`config.mk`:
```
export PLATFORM = sky130hd
export DESIGN_NAME = serial_word_feeder
export DESIGN_NICKNAME = d
export VERILOG_FILES = /design/src/rtl/serial_word_feeder.sv
export SDC_FILE = /design/constraint.sdc
export NUM_CORES = 1
export LEC_CHECK = 0
export BUFFER_PORTS_ARGS = -buffer_cell sky130_fd_sc_hd__buf_2
export CORE_AREA = 5 5 66 80
export CTS_CLUSTER_DIAMETER = 60
export DETAILED_ROUTE_END_ITERATION = 8
export DIE_AREA = 0 0 71 85
export GPL_TIMING_DRIVEN = 0
export MAX_ROUTING_LAYER = met4
export PLACE_DENSITY = 0.58
export SYNTH_ARGS = -nofsm -noshare
export SYNTH_HDL_FRONTEND = slang
export SYNTH_SLANG_ARGS = --single-unit
export TNS_END_PERCENT = 30
```
`constraint.sdc`:
```
create_clock -name clk -period 4.05 [get_ports clk]
set_input_delay 0.81 -clock clk [delete_from_list [all_inputs] [get_ports clk]]
set_output_delay 0.81 -clock clk [all_outputs]
set_load 0.01 [all_outputs]
```
`src/rtl/serial_word_feeder.sv`:
```
// Serial word feeder: takes a parallel word over valid/ready and emits it one bit per clock as a
// framed stream, then publishes the word's ones-count and parity for the downstream detector.
module serial_word_feeder #(
   parameter int WIDTH      = 8,
   parameter int GAP_CYCLES = 1,
   parameter bit MSB_FIRST  = 1'b1,
   localparam int CW        = $clog2(WIDTH + 1)
) (
   input  logic             clk,
   input  logic             rst,
   input  logic             load_valid,
   input  logic [WIDTH-1:0] load_data,
   output logic             load_ready,
   output logic             bit_out,
   output logic             bit_valid,
   output logic             frame_start,
   output logic             frame_end,
   output logic             result_valid,
   output logic [CW-1:0]    ones_count,
   output logic             parity_odd
);

   localparam int CNT_W = $clog2(WIDTH);

   typedef enum logic [1:0] {
      ST_IDLE  = 2'd0,
      ST_SHIFT = 2'd1,
      ST_GAP   = 2'd2
   } state_t;

   state_t           state_r,        state_s;
   logic [WIDTH-1:0] shreg_r,        shreg_s;
   logic [CNT_W-1:0] bit_cnt_r,      bit_cnt_s;
   logic [3:0]       gap_cnt_r,      gap_cnt_s;
   logic [CW-1:0]    ones_acc_r,     ones_acc_s;
   logic [CW-1:0]    ones_sum_s;
   logic             load_ready_r,   load_ready_s;
   logic             bit_out_r,      bit_out_s;
   logic             bit_valid_r,    bit_valid_s;
   logic             frame_start_r,  frame_start_s;
   logic             frame_end_r,    frame_end_s;
   logic             result_valid_r, result_valid_s;
   logic [CW-1:0]    ones_count_r,   ones_count_s;
   logic             parity_odd_r,   parity_odd_s;

   function automatic logic head_bit(input logic [WIDTH-1:0] w);
      return MSB_FIRST ? w[WIDTH-1] : w[0];
   endfunction

   function automatic logic [WIDTH-1:0] shift_word(input logic [WIDTH-1:0] w);
      return MSB_FIRST ? {w[WIDTH-2:0], 1'b0} : {1'b0, w[WIDTH-1:1]};
   endfunction

   function automatic logic count_is_odd(input logic [CW-1:0] n);
      return n[0];
   endfunction

   // Next-state and next-output decode; every output is registered one edge ahead of its bit.
   always_comb begin
      state_s        = state_r;
      shreg_s        = shreg_r;
      bit_cnt_s      = bit_cnt_r;
      gap_cnt_s      = gap_cnt_r;
      ones_acc_s     = ones_acc_r;
      bit_out_s      = 1'b0;
      bit_valid_s    = 1'b0;
      frame_start_s  = 1'b0;
      frame_end_s    = 1'b0;
      result_valid_s = 1'b0;
      ones_count_s   = ones_count_r;
      parity_odd_s   = parity_odd_r;
      ones_sum_s     = ones_acc_r + {{(CW-1){1'b0}}, bit_out_r};

      case (state_r)
         ST_IDLE: begin
            if (load_valid) begin
               state_s       = ST_SHIFT;
               shreg_s       = load_data;
               bit_cnt_s     = {CNT_W{1'b0}};
               ones_acc_s    = {CW{1'b0}};
               bit_out_s     = head_bit(load_data);
               bit_valid_s   = 1'b1;
               frame_start_s = 1'b1;
            end else begin
               state_s = ST_IDLE;
            end
         end
         ST_SHIFT: begin
            if (bit_cnt_r == CNT_W'(WIDTH - 1)) begin
               // Last bit leaves the line on this edge: publish the finished word's statistics.
               ones_count_s   = ones_sum_s;
               parity_odd_s   = count_is_odd(ones_sum_s);
               result_valid_s = 1'b1;
               ones_acc_s     = {CW{1'b0}};
               gap_cnt_s      = 4'd0;
               state_s        = (GAP_CYCLES > 0) ? ST_GAP : ST_IDLE;
            end else begin
               ones_acc_s  = ones_sum_s;
               shreg_s     = shift_word(shreg_r);
               bit_cnt_s   = bit_cnt_r + {{(CNT_W-1){1'b0}}, 1'b1};
               bit_out_s   = head_bit(shift_word(shreg_r));
               bit_valid_s = 1'b1;
               frame_end_s = (bit_cnt_r == CNT_W'(WIDTH - 2));
            end
         end
         ST_GAP: begin
            if (gap_cnt_r == 4'(GAP_CYCLES - 1)) begin
               state_s = ST_IDLE;
            end else begin
               gap_cnt_s = gap_cnt_r + 4'd1;
            end
         end
         default: begin
            state_s = ST_IDLE;
         end
      endcase

      load_ready_s = (state_s == ST_IDLE);
   end

   // State and output registers with synchronous reset.
   always_ff @(posedge clk) begin
      if (rst) begin
         state_r        <= ST_IDLE;
         shreg_r        <= {WIDTH{1'b0}};
         bit_cnt_r      <= {CNT_W{1'b0}};
         gap_cnt_r      <= 4'd0;
         ones_acc_r     <= {CW{1'b0}};
         load_ready_r   <= 1'b1;
         bit_out_r      <= 1'b0;
         bit_valid_r    <= 1'b0;
         frame_start_r  <= 1'b0;
         frame_end_r    <= 1'b0;
         result_valid_r <= 1'b0;
         ones_count_r   <= {CW{1'b0}};
         parity_odd_r   <= 1'b0;
      end else begin
         state_r        <= state_s;
         shreg_r        <= shreg_s;
         bit_cnt_r      <= bit_cnt_s;
         gap_cnt_r      <= gap_cnt_s;
         ones_acc_r     <= ones_acc_s;
         load_ready_r   <= load_ready_s;
         bit_out_r      <= bit_out_s;
         bit_valid_r    <= bit_valid_s;
         frame_start_r  <= frame_start_s;
         frame_end_r    <= frame_end_s;
         result_valid_r <= result_valid_s;
         ones_count_r   <= ones_count_s;
         parity_odd_r   <= parity_odd_s;
      end
   end

   assign load_ready   = load_ready_r;
   assign bit_out      = bit_out_r;
   assign bit_valid    = bit_valid_r;
   assign frame_start  = frame_start_r;
   assign frame_end    = frame_end_r;
   assign result_valid = result_valid_r;
   assign ones_count   = ones_count_r;
   assign parity_odd   = parity_odd_r;

endmodule
```
==> results of run 1 <==
==> metrics by stage <==
step           cells  hold WS, ns  area [µm²]  setup slack (ns)
6_report         244        0.462        1750              1.97
5_1_grt          244        0.497        1750              1.77
4_1_cts          244        0.457        1750              1.95
3_5_place_dp     238        0.447        1670              1.98
3_3_place_gp     238        0.447        1670              1.99
2_1_floorplan    159        0.444        1490              2.34
==> power by group <==
part           internal [mW]  leakage, nW  switching (mW)
registers              0.306        0.244         0.00599
clock network          0.131       0.0431          0.0991
logic                 0.0303        0.442          0.0424
==> registers in the layout, indices dropped and copies added (netlist names) <==
register      cells
load_ready        1
frame_end         1
result_valid      1
shreg_r           7
state_r           2
bit_cnt_r         3
frame_start       1
bit_valid         1
ones_acc_r        4
ones_count        4
gap_cnt_r         4
bit_out           1
==> critical path, stage by stage (launching register included) <==
cell      delay, ns
dfxtp_1        0.41
inv_1          0.09
ha_1           0.26
and2_1         0.17
buf_2          0.18
nor3_1         0.65
a211oi_1       0.16
==> final timing paths <==
path | startpoint | end | slack [ns] | cells after the start
worst max-delay path | state_r[1]$_SDFF_PP0_ | shreg_r[1]$_SDFFE_PP0P_ | 1.97 | 6
worst min-delay path | ones_count[1]$_SDFFE_PP0P_ | ones_count[1]$_SDFFE_PP0P_ | 0.46 | 2
worst max register to register | state_r[1]$_SDFF_PP0_ | shreg_r[1]$_SDFFE_PP0P_ | 1.97 | 6
worst min register to register | ones_count[1]$_SDFFE_PP0P_ | ones_count[1]$_SDFFE_PP0P_ | 0.46 | 2
==> Yosys cell counts (2+ instances only) <==
master,count,area [µm²]
dfxtp_1,30,601
ha_1,12,150
nor2_1,12,45.0
a211oi_1,9,67.6
a31oi_1,9,56.3
inv_1,9,33.8
nand2_1,9,33.8
a21oi_1,7,35.0
mux2i_1,7,70.1
nand3_1,4,20.0
a311oi_1,3,26.3
a32oi_1,3,26.3
buf_2,3,15.0
buf_6,3,33.8
clkbuf_1,3,11.3
nand2b_1,3,18.8
nor2b_1,3,18.8
o31ai_1,3,22.5
and2_1,2,12.5
nand3b_1,2,15.0
nand4_1,2,12.5
o21ai_0,2,10.0
or4_1,2,15.0
xnor2_1,2,17.5
==> kinds of logic (layout without fill, tap and decap cells) <==
kind of cell / count (synthesis) / after routing / synth area share
DFF: 30 / 30 / 0.403
and+or+nand+nor: 44 / 44 / 0.155
xor gates and xnor gates: 2 / 2 / 0.0118
muxes: 7 / 7 / 0.0470
buffers and inverters: 19 / 46 / 0.0680
AOI/OAI and AO/OA: 45 / 45 / 0.214
adders and majority gates: 12 / 12 / 0.101
==> routing by layer <==
metal,up-vias,GRT usage,share of wire
met2,29,0.201,0.48
met1,588,0.144,0.47
met4,0,0.0513,0.012
li1,639,-,-
met3,4,0.0332,0.032
met5,-,-,0
==> cells in the final DEF (no fill, tap or decap), types with 3 or more instances in the layout <==
master    count
nand2_1       9
a311oi_1      3
nor2b_1       3
clkbuf_8      6
a31oi_1       9
nor2_1       12
a32oi_1       3
a21oi_1       7
ha_1         12
dfxtp_1      30
clkbuf_1      3
a211oi_1      9
o31ai_1       3
buf_6         3
mux2i_1       7
inv_1         9
buf_2        24
nand3_1       4
nand2b_1      3
==> cell type report <==
| cell class | count | area [µm²] | share of cell area |
|---|---|---|---|
| tap | 58 | 72.6 | 0.0415 |
| multi-input combinational | 110 | 788 | 0.450 |
| clock buffer | 6 | 82.6 | 0.0472 |
| timing repair buffer | 21 | 105 | 0.0600 |
| sequential | 30 | 601 | 0.343 |
| inverter | 9 | 33.8 | 0.0193 |
| buffer | 10 | 67.6 | 0.0386 |
==> results.toml, run 1 <==
[synth]
ys.flop_type = "dfxtp_1"
syn_avg_cell_area_um2 = 9.37
yosysSeqAreaShare = 0.403
synth_edf_count = 0
synth_area_mm2 = 0.00149
syn_nets = 182
ys_types = 39
async_reset_ff_frac = 0
yosys_warnings = 0
syn_inst = 159
synth_seq_cells = 30

[cts]
cts_hold_buf = 0
cts-root-buf = "clkbuf_8"
htree_levels = 2
clk-insertion-delay-late_ns = 0.27
postCtsSetupBuffers = 0
ctsResizeCount = 0
clkTransAtPathRegs_ns = 0.06
cts_tree = "done"
cts-buffers-inserted = 5
cts_num_sinks = 30
clock_path_buffers = 2

[placement]
portBuffers = 21
gp_congestion = 0.786
dp_hpwl_mm = 2.51

[route]
ant_nets = 0
drt_pass1_iterations = 6
vias_per_cell = 5.16
drcViolationCount = 0
drt-wirelength-per-cell_um = 13.9
vias = 1260
drtIter0Drc = 72
wl_mm = 3.40

[setup_path]
worstPathArrival_ns = 2.19
cp-end-kind = "register"
cp.required_ns = 4.16
critPathKind = "reg -> reg"
critPathMaxFanout = 10
cp-start-kind = "register"

[timing]
finalSetupTns_ns = 0
finalHoldViolations = 0
period_needed_ns = 2.08
max_freq_mhz = 481
finalSetupViolations = 0
tightest_slew_ns = 0.821
period_share = 0.514
rsz0062_at_grt = "no"
slew_headroom = 0.448
skew_ns = 0.00141
drv_slew = 0

[global_routing]
overflow = 0
grt_pass1_wl_mm = 5.82
grt_max_degree = 11
grt_pass1_vias = 1284
grt_antenna_before_repair = 0
grt_use_total = 0.124

[pwr]
peakVddDrop_mv = 0.205
p_leak_nw = 0.730
power_mw = 0.615
p_per_area_mw_per_mm2 = 351

[die]
ioPinCount = 22
die_area_mm2 = 0.00604
rows = 27
core_mm2 = 0.00446
die_h_um = 85
start_util = 0.334
dieWidth_um = 71

[cells_and_area]
diodes = 0
drive_gt1_frac = 0.199
final_nets = 210
area_growth_pct = 17.5
finalCoreUtilization = 0.393
fillers = 475

[hold_path]
hold_class = "reg -> reg"

[outcome]
status = "complete, no violations"

[run]
maxCapViolations = 0
Note: power is estimated with default switching activity, not from simulation.
==> inputs of run 2 (changes only) <==
- PLACE_DENSITY: 0.58 -> 0.6
- clock period: 4.05 -> 1.8 ns (I/O delays scaled with it)
==> results.toml, run 2 (synthesis results as in run 1) <==
[pwr]
switching_share = 0.249
power.switching_mw = 0.353
clockPowerShare = 0.375
power.share.combinational = 0.130
seqPwrFrac = 0.495
p_int_mw = 1.06
power_mw = 1.41
p_leak_nw = 0.743
p_per_area_mw_per_mm2 = 781
peakVddDrop_mv = 0.349

[timing]
finalHoldViolations = 0
whs_ns = 0.370
finalSetupTns_ns = 0
max_freq_mhz = 590
period_needed_ns = 1.69
drv_slew = 0
skew_ns = 0.00571
period_share = 0.941
finalSetupViolations = 0
slew_headroom = 0.600
tightest_slew_ns = 0.599

[die]
dieWidth_um = 71
core_mm2 = 0.00446
ioPinCount = 22
die_h_um = 85
die_area_mm2 = 0.00604
start_util = 0.334
rows = 27

[route]
vias = 1250
wl_mm = 3.40
drt_pass1_iterations = 4
drcViolationCount = 0
ant_nets = 0
drtIter0Drc = 32
vias_per_cell = 5.10
drt-wirelength-per-cell_um = 13.9

[placement]
portBuffers = 21
dp_hpwl_mm = 2.36
dp.cells = 238
gp_congestion = 0.762

[cells_and_area]
drive_gt1_frac = 0.246
diodes = 0
fin_cells = 245
finalCoreUtilization = 0.406
area_growth_pct = 21.5
final_common_cell = "dfxtp_1"
layout_common_cells = "dfxtp_1, buf_2, nor2_1"
max_flop_register = "shreg_r"
largest_reg_flops = 7
final_nets = 211

[global_routing]
grt_antenna_before_repair = 0
grt_max_degree = 11
grt_pass1_wl_mm = 5.79
grt_use_total = 0.122
grt_pass1_vias = 1250
overflow = 0

[setup_path]
critPathMaxFanout = 10
worstPathArrival_ns = 1.83
cp-end-kind = "register"
cp.required_ns = 1.93
critPathKind = "reg -> reg"
cp-start-kind = "register"

[cts]
clk-insertion-delay-late_ns = 0.28
cts-buffers-inserted = 5
clock_path_buffers = 2
cts-root-buf = "clkbuf_8"
cts_tree = "done"
clkTransAtPathRegs_ns = 0.06
htree_levels = 2
cts_hold_buf = 0
cts_num_sinks = 30

[hold_path]
hold_class = "in -> reg"

[outcome]
status = "complete, no violations"

[run]
maxCapViolations = 0
## run 2: metal layers
metal / GRT usage / vias to the layer above / share of wire
met4: 0.0462 / 0 / 0.018
met5: - / - / 0
met2: 0.191 / 22 / 0.47
met1: 0.149 / 583 / 0.47
met3: 0.0355 / 5 / 0.040
li1: - / 640 / -
## run 2: timing repair
action / in CTS / in global routing
gates resized for setup: 2 / 9
setup buffers: 0 / 1
endpoints found under the setup margin: 7 / 9
pin swaps: 0 / 2
gates cloned: 0 / 0
## run 2: path summary, 6_finish.rpt
kind | slack [ns] | from | cells past startpoint | end
max | 0.11 | bit_cnt_r[0]$_SDFFE_PP0P_ | 7 | shreg_r[1]$_SDFFE_PP0P_
min reg2reg | 0.46 | ones_count[1]$_SDFFE_PP0P_ | 2 | ones_count[1]$_SDFFE_PP0P_
min | 0.37 | rst | 3 | state_r[0]$_SDFF_PP0_
max reg2reg | 0.11 | bit_cnt_r[0]$_SDFFE_PP0P_ | 7 | shreg_r[1]$_SDFFE_PP0P_
## run 2: cell type report
class	count	area, µm²
Buffer	10	70.1
Multi-Input combinational cell	110	821
Tap cell	58	72.6
Clock buffer	6	82.6
Sequential cell	30	606
Fill cell	475	2650
Inverter	9	33.8
Timing Repair Buffer	22	125
## run 2: power by group through the flow
stage	Clock [mW]	Sequential [mW]	Combinational, mW
finish	0.530	0.701	0.183
global route	0.575	0.704	0.198
CTS	0.553	0.701	0.169
detailed placement	0	0.716	0.163
global placement	0	0.716	0.163
floorplan	0	0.717	0.112
## run 2: metrics by stage
step / setup WS (ns) / cell area, µm²
global placement: -0.263 / 1670
finish: 0.106 / 1810
detailed placement: -0.262 / 1670
floorplan: 0.0925 / 1490
CTS: 0.00294 / 1760
global route: -0.00115 / 1810
## run 2: critical path, cell delays in order (launching register included)
cell      delay, ns
dfxtp_1        0.34
ha_1           0.23
ha_2           0.20
and2_1         0.13
clkbuf_4       0.19
nor3_4         0.24
buf_12         0.15
a211oi_1       0.06
